<file path="src/rtl/seg_display_pkg.sv">
// Shared types, constants and helpers for the multiplexed 7-segment display.
package seg_display_pkg;

    localparam int BCD_W      = 4;
    localparam int SEG_W      = 7;
    localparam int MAX_DIGITS = 8;

    // Segment vector ordered {a,b,c,d,e,f,g}; a is bit 6.
    typedef logic [SEG_W-1:0] seg_t;

    // Lit patterns (1 = segment on) before output polarity is applied.
    localparam seg_t SEG_0     = 7'b1111110;
    localparam seg_t SEG_1     = 7'b0110000;
    localparam seg_t SEG_2     = 7'b1101101;
    localparam seg_t SEG_3     = 7'b1111001;
    localparam seg_t SEG_4     = 7'b0110011;
    localparam seg_t SEG_5     = 7'b1011011;
    localparam seg_t SEG_6     = 7'b1011111;
    localparam seg_t SEG_7     = 7'b1110000;
    localparam seg_t SEG_8     = 7'b1111111;
    localparam seg_t SEG_9     = 7'b1111011;
    localparam seg_t SEG_BLANK = 7'b0000000;

    // Converts a lit pattern into pin levels for the chosen drive polarity.
    function automatic seg_t seg_polarity(seg_t lit, bit active_low);
        return active_low ? ~lit : lit;
    endfunction

endpackage

</file>
<file path="src/rtl/seg_display_scan_if.sv">
// Valid/ready load channel carrying a packed BCD value into the display.
interface seg_display_scan_if
    import seg_display_pkg::*;
#(
    parameter int NUM_DIGITS = 4
);
    logic [BCD_W*NUM_DIGITS-1:0] digits_in;
    logic                        load_valid;
    logic                        load_ready;

    modport master (output digits_in, output load_valid, input  load_ready);
    modport slave  (input  digits_in, input  load_valid, output load_ready);
endinterface

</file>
<file path="src/rtl/seg_display_scan_decode.sv">
// BCD to 7-segment lit pattern; codes above 9 and blanked digits stay dark.
module seg7_decode
    import seg_display_pkg::*;
(
    input  logic [BCD_W-1:0] code,
    input  logic             blank,
    output seg_t             lit
);

    // Map the selected digit code to its segment pattern.
    always_comb begin
        // NOTE: lit gets a default before the case so no path leaves it unassigned and no latch is inferred.
        lit = SEG_BLANK;
        if (!blank) begin
            case (code)
                4'd0:    lit = SEG_0;
                4'd1:    lit = SEG_1;
                4'd2:    lit = SEG_2;
                4'd3:    lit = SEG_3;
                4'd4:    lit = SEG_4;
                4'd5:    lit = SEG_5;
                4'd6:    lit = SEG_6;
                4'd7:    lit = SEG_7;
                4'd8:    lit = SEG_8;
                4'd9:    lit = SEG_9;
                default: lit = SEG_BLANK;
            endcase
        end
    end

endmodule

</file>
<file path="src/rtl/seg_display_scan.sv">
// Time-multiplexed 7-segment scanner with a one-deep pending buffer that is
// swapped into the display only at frame boundaries.
module seg_display_scan
    import seg_display_pkg::*;
#(
    parameter int NUM_DIGITS  = 4,
    parameter int REFRESH_DIV = 20000,
    parameter bit ACTIVE_LOW  = 1'b1,
    parameter bit BLANK_LZ    = 1'b1
)
(
    input  logic                  clk,
    input  logic                  rst,
    seg_display_scan_if.slave     load_if,
    output seg_t                  seg,
    output logic [NUM_DIGITS-1:0] an,
    output logic                  frame_done
);

    localparam int CNT_W  = $clog2(REFRESH_DIV);
    localparam int IDX_W  = (NUM_DIGITS > 1) ? $clog2(NUM_DIGITS) : 1;
    localparam int DISP_W = BCD_W * NUM_DIGITS;

    localparam logic [CNT_W-1:0]      CNT_LAST = CNT_W'(REFRESH_DIV - 1);
    localparam logic [IDX_W-1:0]      IDX_LAST = IDX_W'(NUM_DIGITS - 1);
    localparam seg_t                  SEG_OFF  = seg_polarity(SEG_BLANK, ACTIVE_LOW);
    localparam logic [NUM_DIGITS-1:0] AN_OFF   = ACTIVE_LOW ? {NUM_DIGITS{1'b1}} : {NUM_DIGITS{1'b0}};

    logic [CNT_W-1:0]      cnt_q, cnt_d;
    logic [IDX_W-1:0]      idx_q, idx_d;
    logic [DISP_W-1:0]     disp_q, disp_d;
    logic [DISP_W-1:0]     pend_q, pend_d;
    logic                  pend_full_q, pend_full_d;
    logic                  ready_q, ready_d;
    seg_t                  seg_q, seg_d;
    logic [NUM_DIGITS-1:0] an_q, an_d;
    logic                  frame_done_q, frame_done_d;

    logic                  tick;
    logic                  frame_end;
    logic                  accept;
    logic                  swap;
    logic [BCD_W-1:0]      cur_code;
    logic                  cur_blank;
    logic                  zero_above;
    seg_t                  cur_lit;
    logic [NUM_DIGITS-1:0] an_onehot;

    assign tick      = (cnt_q == CNT_LAST);
    assign frame_end = tick && (idx_q == IDX_LAST);
    assign accept    = load_if.load_valid && ready_q;
    assign swap      = frame_end && pend_full_q;

    // Pick the scanned digit and decide whether it is a leading zero to blank.
    always_comb begin
        cur_code   = '0;
        cur_blank  = 1'b0;
        zero_above = 1'b1;
        for (int i = NUM_DIGITS - 1; i >= 0; i--) begin
            zero_above = zero_above && (disp_q[i*BCD_W +: BCD_W] == '0);
            if (idx_q == IDX_W'(i)) begin
                cur_code  = disp_q[i*BCD_W +: BCD_W];
                cur_blank = BLANK_LZ && (i != 0) && zero_above;
            end
        end
    end

    seg7_decode u_decode (
        .code  (cur_code),
        .blank (cur_blank),
        .lit   (cur_lit)
    );

    assign an_onehot = NUM_DIGITS'(1) << idx_q;

    // Next-state logic for the scan position, load buffer and output drive.
    always_comb begin
        cnt_d = tick ? '0 : cnt_q + CNT_W'(1);

        idx_d = idx_q;
        if (tick) begin
            idx_d = (idx_q == IDX_LAST) ? '0 : idx_q + IDX_W'(1);
        end

        disp_d      = disp_q;
        pend_full_d = pend_full_q;
        if (swap) begin
            disp_d      = pend_q;
            pend_full_d = 1'b0;
        end
        // accept needs ready, which is low whenever a swap can fire, so the
        // two never collide on the same edge.
        if (accept) begin
            pend_full_d = 1'b1;
        end

        pend_d       = accept ? load_if.digits_in : pend_q;
        ready_d      = !pend_full_d;
        seg_d        = seg_polarity(cur_lit, ACTIVE_LOW);
        an_d         = ACTIVE_LOW ? ~an_onehot : an_onehot;
        frame_done_d = frame_end;
    end

    // Control state and registered outputs; synchronous reset.
    always_ff @(posedge clk) begin
        // NOTE: non-blocking assignments make every flop sample the pre-edge values of the others.
        if (rst) begin
            cnt_q        <= '0;
            idx_q        <= '0;
            disp_q       <= '0;
            pend_full_q  <= 1'b0;
            ready_q      <= 1'b0;
            seg_q        <= SEG_OFF;
            an_q         <= AN_OFF;
            frame_done_q <= 1'b0;
        end else begin
            cnt_q        <= cnt_d;
            idx_q        <= idx_d;
            disp_q       <= disp_d;
            pend_full_q  <= pend_full_d;
            ready_q      <= ready_d;
            seg_q        <= seg_d;
            an_q         <= an_d;
            frame_done_q <= frame_done_d;
        end
    end

    // Pending data word; only meaningful while pend_full_q is set.
    always_ff @(posedge clk) begin
        // NOTE: data guarded by a reset valid flag needs no reset of its own.
        pend_q <= pend_d;
    end

    assign load_if.load_ready = ready_q;
    assign seg                = seg_q;
    assign an                 = an_q;
    assign frame_done         = frame_done_q;

endmodule

</file>
<file path="src/flat_wrapper.sv">
// flat-port wrapper written by rule: the top's interface ports become plain ports
module seg_display_scan_flat import seg_display_pkg::*;
#(
    parameter int NUM_DIGITS  = 4,
    parameter int REFRESH_DIV = 20000,
    parameter bit ACTIVE_LOW  = 1'b1,
    parameter bit BLANK_LZ    = 1'b1
)
  (clk, rst, seg, an, frame_done, load_if_digits_in, load_if_load_valid, load_if_load_ready);
  seg_display_scan_if #(.NUM_DIGITS(NUM_DIGITS)) load_if_i ();
  input  logic clk;
  input  logic rst;
  output seg_t seg;
  output logic [NUM_DIGITS-1:0] an;
  output logic frame_done;
  input wire logic [$bits(load_if_i.digits_in)-1:0] load_if_digits_in;
  input wire logic [$bits(load_if_i.load_valid)-1:0] load_if_load_valid;
  output wire logic [$bits(load_if_i.load_ready)-1:0] load_if_load_ready;
  assign load_if_i.digits_in = load_if_digits_in;
  assign load_if_i.load_valid = load_if_load_valid;
  assign load_if_load_ready = load_if_i.load_ready;
  seg_display_scan #(.NUM_DIGITS(NUM_DIGITS), .REFRESH_DIV(REFRESH_DIV), .ACTIVE_LOW(ACTIVE_LOW), .BLANK_LZ(BLANK_LZ)) u_core (.clk(clk), .rst(rst), .load_if(load_if_i), .seg(seg), .an(an), .frame_done(frame_done));
endmodule
</file>
<file path="config.mk">
export PLATFORM = sky130hd
export DESIGN_NAME = seg_display_scan_flat
export DESIGN_NICKNAME = d
export VERILOG_FILES = /design/src/rtl/seg_display_pkg.sv /design/src/rtl/seg_display_scan_if.sv /design/src/rtl/seg_display_scan_decode.sv /design/src/rtl/seg_display_scan.sv /design/src/flat_wrapper.sv
export SDC_FILE = /design/constraint.sdc
export NUM_CORES = 1
export LEC_CHECK = 0
export ABC_AREA = 1
export BUFFER_PORTS_ARGS = -buffer_cell sky130_fd_sc_hd__buf_4
export CORE_MARGIN = 2
export CORE_UTILIZATION = 60
export DETAILED_ROUTE_END_ITERATION = 16
export GPL_TIMING_DRIVEN = 0
export PLACE_DENSITY = 0.91
export SETUP_SLACK_MARGIN = 0.4
export SLEW_MARGIN = 20
export SYNTH_ARGS = -nofsm -noshare
export SYNTH_HDL_FRONTEND = slang
export SYNTH_HIERARCHICAL = 1
export SYNTH_SLANG_ARGS = --single-unit
</file>
<file path="constraint.sdc">
create_clock -name clk -period 4.36 [get_ports clk]
set_input_delay 0.436 -clock clk [delete_from_list [all_inputs] [get_ports clk]]
set_output_delay 0.436 -clock clk [all_outputs]
set_load 0.03 [all_outputs]
</file>
==> flow_metrics.tcl, run 1 <==
set metrics [dict create \
    via_per_inst 5.14 \
    overflow 0 \
    vias 2275 \
    rows 24 \
    path_class "reg -> reg" \
    worst_hold_path.endpoint "u_core/pend_q[8]" \
    ys_async_sr_fraction 0 \
    clockBufferDepth 2 \
    dp.cells 427 \
    portBuffers 31 \
    synth.most_common_cell "nand2_1" \
    r2r-start "u_core/idx_q[0]" \
    netlist_top_cells_count "nand2_1 (74), nor2_1 (73), dfxtp_1 (47)" \
    synth_top_area_frac 0.343 \
    ys_ff_latch 63 \
    die_w_um 71.6 \
    cts_resized 0 \
    hp-class "in -> reg" \
    core-area_um2 4380 \
    total_power_mw 1.09 \
    worst_pin_slew_ns 0.567 \
    cap_viol_max_count 0 \
    status "finished, final reports clean" \
    p_int_mw 0.837 \
    cts-root-buf "clkbuf_8" \
    crit_path_start_kind "register" \
    htreeDepth 3 \
    grt_pass1_vias 2153 \
    ir_drop_mv 0.388 \
    grt.total_usage 0.221 \
    fmax_mhz 404 \
    cts_post_setup_buffers_inserted 0 \
    clk_pin_slew_ns 0.07 \
    cp.required_ns 4.58 \
    rsz0062_at_grt "false" \
    final-setup-viol-count 0 \
    drc 0 \
    synth_warnings 6 \
    dp_hpwl_um 3550 \
    nNetsFinal 415 \
    power-per-cell-area_nw_per_um2 341 \
    grt_pass1_wl_um 8690 \
    crit_fanout 6 \
    switchingPower_mw 0.258 \
    synthCells 344 \
    synth-seq-area-share 0.518 \
    finalNonFillerCells 443 \
    timing.rr.end "u_core/seg[3]" \
    seqCellArea_um2 1420 \
    num-fill-cells 326 \
    yosys.cell_types.count 29 \
    seqPwrFrac 0.566 \
    numCtsBuffers 9 \
    finalSetupTns_ns 0 \
    wl_per_cell_um 11.4 \
    multiInputGateArea_um2 1090 \
    drive_above_1_share 0.179 \
    cts_tree "yes" \
    synthTopCellsByArea "dfxtp_1 (34%), edfxtp_1 (18%), nand2_1 (10%)" \
    r2r_cells 14 \
    ant_nets 0 \
    p_leak_nw 1.46 \
    drt_wl_total_um 5070 \
    timing.final.ws_setup_ns 1.89 \
    slew_headroom 0.621 \
    finClkSkew_ns 0.00647 \
    period_share 0.567 \
    cts_sinks 63 \
    place_ws_ns 2.00 \
    initial_core_util 0.626 \
    syn_nets 373 \
    grt_max_degree 17 \
    first_pass_iters 4 \
    end_kind "register" \
    dieArea_um2 5130 \
    hold_viol 0 \
    ioPinCount 32 \
    synth.avg_cell_area_um2 7.98 \
    period_needed_ns 2.47 \
    fp.dieH_um 71.6 \
    combPwrFrac 0.043 \
    clkLatencyLatePin_ns 0.34 \
    antenna_cells 0 \
    drt-initial-drc-count 138 \
    p_clk_frac 0.391 \
    swShare 0.235 \
    syn_to_final_growth_pct 16.9 \
    yosys_most_used_dff "dfxtp_1" \
    synth_edf_count 16 \
    rrSetupSlack_ns 1.89 \
    synth.cell_area_um2 2750 \
    drv_slew 0 \
    worstHoldStart "load_if_digits_in[8]" \
    gp_congestion 0.881 \
    ctsHoldBuffers 0 \
    worst_hold_path.num_cells 1 \
    yosysTopAreaCell "dfxtp_1" \
    crit_arrival_ns 2.69 \
    grt_antenna_before_repair 0 \
]
## layer usage
| layer | routed length (µm) | vias to the layer above | global-route usage | part of all wire |
|---|---|---|---|---|
| met3 | 308 | 11 | 0.0605 | 0.061 |
| met5 | 0 | - | 0 | 0 |
| met2 | 2460 | 65 | 0.357 | 0.49 |
| li1 | - | 1162 | - | - |
| met4 | 109 | 0 | 0.153 | 0.022 |
| met1 | 2190 | 1037 | 0.254 | 0.43 |
## logic make-up after synthesis
| family | share of synthesized area |
|---|---|
| AO/OA/AOI/OAI | 0.0465 |
| AND/OR/NAND/NOR | 0.294 |
| adder cells (fa/ha/maj) | 0.0456 |
| flip-flops | 0.518 |
| XOR/XNOR | 0.00957 |
| buffers and inverters | 0.0861 |
## area by class of cell
type | count | area share
plain buffers | 8 | 0.0160
clock buffers | 10 | 0.0398
inverters | 49 | 0.0577
well taps | 52 | 0.0203
multi-input cells | 224 | 0.339
flip-flops and latches | 63 | 0.443
repair buffers | 31 | 0.0725
clock inverters | 6 | 0.0117
## power by group through the flow
stage / logic, mW / clock network (mW) / registers, mW
2_1_floorplan: 0.0149 / 0 / 0.641
3_3_place_gp: 0.0453 / 0 / 0.632
3_5_place_dp: 0.0471 / 0 / 0.633
4_1_cts: 0.0477 / 0.440 / 0.620
5_1_grt: 0.0513 / 0.463 / 0.621
6_report: 0.0470 / 0.428 / 0.620
## state kept, by name, indices dropped and copies added, names as in the netlist
register and count:
u_core/idx_q 2, u_core/pend_q 16, u_core/an 4, u_core/seg 7, u_core/pend_full_q 1, u_core/load_if.load_ready 1, u_core/frame_done 1, u_core/disp_q 16
u_core/cnt_q 15
## worst max-delay path, cell delays in order (launching register included)
cell	delay, ns
dfxtp_1	0.42
inv_1	0.09
ha_1	0.29
nor2_1	0.33
nand3_1	0.13
o2111ai_1	0.09
o21ai_0	0.13
inv_1	0.15
inv_1	0.12
ha_1	0.30
nand2_1	0.05
inv_1	0.07
nor2_1	0.04
nor2_1	0.08
nand2_1	0.05
## how the worst max path moves through the flow
stage / start / to / slack [ns] / cells past startpoint
2_1_floorplan: u_core/idx_q[0] / u_core/seg[3] / 2.30 / 14
3_3_place_gp: u_core/idx_q[0] / u_core/seg[3] / 2.08 / 14
3_5_place_dp: u_core/idx_q[0] / u_core/seg[3] / 2.00 / 14
4_1_cts: u_core/idx_q[0] / u_core/seg[3] / 1.94 / 14
5_1_grt: u_core/idx_q[0] / u_core/seg[3] / 1.64 / 14
6_report: u_core/idx_q[0] / u_core/seg[3] / 1.89 / 14
## cell usage in the layout (no fill, tap or decap)
cell type and count:
o21ai_2 1, edfxtp_1 16, nor2_1 73, buf_2 5, clkbuf_8 9, nand4_4 1, or2_1 2, nand3_2 1
inv_2 4, buf_6 2, clkinv_2 4, buf_4 31, a21oi_1 8, buf_1 1, o2111ai_1 3, o31ai_1 1
or2_2 1, nor2_2 3, inv_1 44, nor3_2 1, clkbuf_1 1, o21ai_1 1, xor2_1 3, nand4_1 4
nor3_1 4, clkinvlp_4 3, nor4_1 2, o21ai_0 8, ha_1 10, nand3_1 19, dfxtp_1 47, nand2_2 4
nand2_1 74
## stage by stage
step | utilization | hold slack (ns) | instance area, µm²
after floorplan | - | 0.418 | 2750
after global placement | 0.694 | 0.429 | 3040
after detailed placement | 0.694 | 0.452 | 3040
after CTS | 0.732 | 0.250 | 3210
after global routing | 0.732 | 0.244 | 3210
final | 0.732 | 0.266 | 3210
Power figures use the tool's default switching activity.
==> run 2: changes to the inputs <==
CORE_UTILIZATION = 57   (was 60)
PLACE_DENSITY = 0.87   (was 0.91)
clock period = 2.5 ns   (was 4.36 ns; I/O delays follow)
==> run 2 against run 1 <==
Fmax up 25%. Hold slack worse by 0.18 ns. Critical path type unchanged. Clock power up 96%. Clock skew about the same. Highest routed layer unchanged. Setup slack worse by 1.4 ns.
==> flow_metrics.tcl, run 2 (synthesized netlist as in run 1, its figures left out) <==
set metrics [dict create \
    worst_hold_path.num_cells 1 \
    dp_hpwl_um 3400 \
    hold_viol 0 \
    reg_top3 "u_core/disp_q (16), u_core/pend_q (16), u_core/cnt_q (15)" \
    hp-class "in -> reg" \
    grt_max_degree 17 \
    clkLatencyLatePin_ns 0.33 \
    first_pass_iters 4 \
    period_share 0.790 \
    multiInputGateArea_um2 1120 \
    core-area_um2 4690 \
    status "finished, final reports clean" \
    num-fill-cells 366 \
    grt.total_usage 0.207 \
    fmax_mhz 506 \
    combPwrFrac 0.041 \
    drv_slew 0 \
    worstPathCellList "inv_1 > ha_1 > inv_2 > o2111ai_1 > o21ai_1 > inv_1 > buf_4 > ha_1 > inv_1 > nand2_1 > nand2_1 > nor2_1 > nor2_1 > nand2_1" \
    power-per-cell-area_nw_per_um2 605 \
    cts-root-buf "clkbuf_8" \
    p_clk_frac 0.420 \
    rrSetupSlack_ns 0.53 \
    dpl-instance-area_um2 3050 \
    ir_drop_mv 0.429 \
    worst_pin_slew_ns 0.574 \
    final-setup-viol-count 0 \
    ctsHoldBuffers 0 \
    mostFrequentLayoutCell "nand2_1" \
    wl_per_cell_um 11.3 \
    ant_nets 0 \
    drive_above_1_share 0.200 \
    crit_fanout 8 \
    die_w_um 73.4 \
    clockBufferDepth 2 \
    p_leak_nw 1.50 \
    ioPinCount 32 \
    drt-initial-drc-count 105 \
    overflow 0 \
    swShare 0.208 \
    antenna_cells 0 \
    syn_to_final_growth_pct 20.4 \
    worstHoldStart "load_if_digits_in[11]" \
    slew_headroom 0.617 \
    final_cell_area_um2 3300 \
    critPathMaxStageDelay_ns 0.38 \
    final_cell_mix "nand2_1 (74), nor2_1 (72), dfxtp_1 (45)" \
    cap_viol_max_count 0 \
    rows 25 \
    clk_pin_slew_ns 0.07 \
    grt_pass1_wl_um 8580 \
    whs_ns 0.0877 \
    switchingPower_mw 0.416 \
    via_per_inst 5.01 \
    r2r_cells 14 \
    path_buf_inv 5 \
    numCtsBuffers 9 \
    cp.required_ns 2.71 \
    finClkSkew_ns 0.00678 \
    timing.rr.end "u_core/seg[0]" \
    htreeDepth 3 \
    dieArea_um2 5390 \
    vias 2250 \
    cp_num_cells 14 \
    gp_congestion 0.882 \
    initial_core_util 0.585 \
    rsz0062_at_grt "false" \
    path_class "reg -> reg" \
    portBuffers 31 \
    worst_hold_path.endpoint "u_core/pend_q[11]" \
    cts_sinks 63 \
    r2r-start "u_core/idx_q[0]" \
    finalSetupTns_ns 0 \
    nNetsFinal 419 \
    seqCellArea_um2 1430 \
    cts_tree "yes" \
    cpMaxStageDelayCell "dfxtp_4" \
    path_delay_family "buffers and inverters" \
    grt_pass1_vias 2109 \
    drc 0 \
    end_kind "register" \
    crit_path_start_kind "register" \
    drt_wl_total_um 5060 \
    p_int_mw 1.58 \
    period_needed_ns 1.97 \
    fin_util 0.704 \
    grt_antenna_before_repair 0 \
    crit_arrival_ns 2.19 \
    fp.dieH_um 73.4 \
    seqPwrFrac 0.540 \
]
[run 2: worst register-to-register path: stages, from the launching register on]
cell and delay [ns]:
dfxtp_4 0.38, inv_1 0.09, ha_1 0.24, inv_2 0.13, o2111ai_1 0.13, o21ai_1 0.11
inv_1 0.07, buf_4 0.15, ha_1 0.19, inv_1 0.07, nand2_1 0.05, nand2_1 0.08
nor2_1 0.04, nor2_1 0.08, nand2_1 0.05
[run 2: cell type report]
| class | instances | share of cell area |
|---|---|---|
| Tap cell | 54 | 0.0204 |
| Timing Repair Buffer | 35 | 0.0795 |
| Inverter | 49 | 0.0560 |
| Clock inverter | 5 | 0.0144 |
| Multi-Input combinational cell | 224 | 0.339 |
| Clock buffer | 11 | 0.0428 |
| Sequential cell | 63 | 0.432 |
| Buffer | 8 | 0.0155 |
[run 2: routing by layer]
metal / GRT usage / vias to the layer above / share of wire / wire (µm)
li1: - / 1167 / - / -
met1: 0.245 / 1011 / 0.45 / 2280
met2: 0.342 / 63 / 0.48 / 2450
met3: 0.0700 / 9 / 0.051 / 257
met4: 0.0889 / 0 / 0.015 / 78
met5: 0 / - / 0 / 0
[run 2: power by group through the flow]
| stage | Combinational [mW] | Sequential [mW] | Clock [mW] |
|---|---|---|---|
| 2_1_floorplan | 0.0260 | 1.12 | 0 |
| 3_3_place_gp | 0.0793 | 1.10 | 0 |
| 3_5_place_dp | 0.0819 | 1.10 | 0 |
| 4_1_cts | 0.0820 | 1.08 | 0.853 |
| 5_1_grt | 0.0903 | 1.08 | 0.895 |
| 6_report | 0.0812 | 1.08 | 0.838 |
[run 2: what timing repair did]
| item | 4_1_cts | 5_1_grt |
|---|---|---|
| setup buffers | 1 | 3 |
| pin swaps | 0 | 1 |
| endpoints found under the setup margin | 7 | 6 |
| resized for setup | 6 | 7 |
[run 2: worst max-delay path by stage]
stage | from | endpoint | slack (ns)
final | u_core/idx_q[0] | u_core/seg[0] | 0.53
after global routing | u_core/idx_q[0] | u_core/seg[1] | 0.32
after CTS | u_core/idx_q[0] | u_core/seg[3] | 0.44
after detailed placement | u_core/idx_q[0] | u_core/seg[3] | 0.13
after global placement | u_core/idx_q[0] | u_core/seg[3] | 0.21
after floorplan | u_core/idx_q[0] | u_core/seg[3] | 0.44
[run 2: metrics by stage]
step	total power, mW	std cells	worst slack [ns]
after floorplan	1.14	344	0.437
after global placement	1.18	429	0.214
after detailed placement	1.18	429	0.134
after CTS	2.02	446	0.445
after global routing	2.07	449	0.323
final	2.00	449	0.525
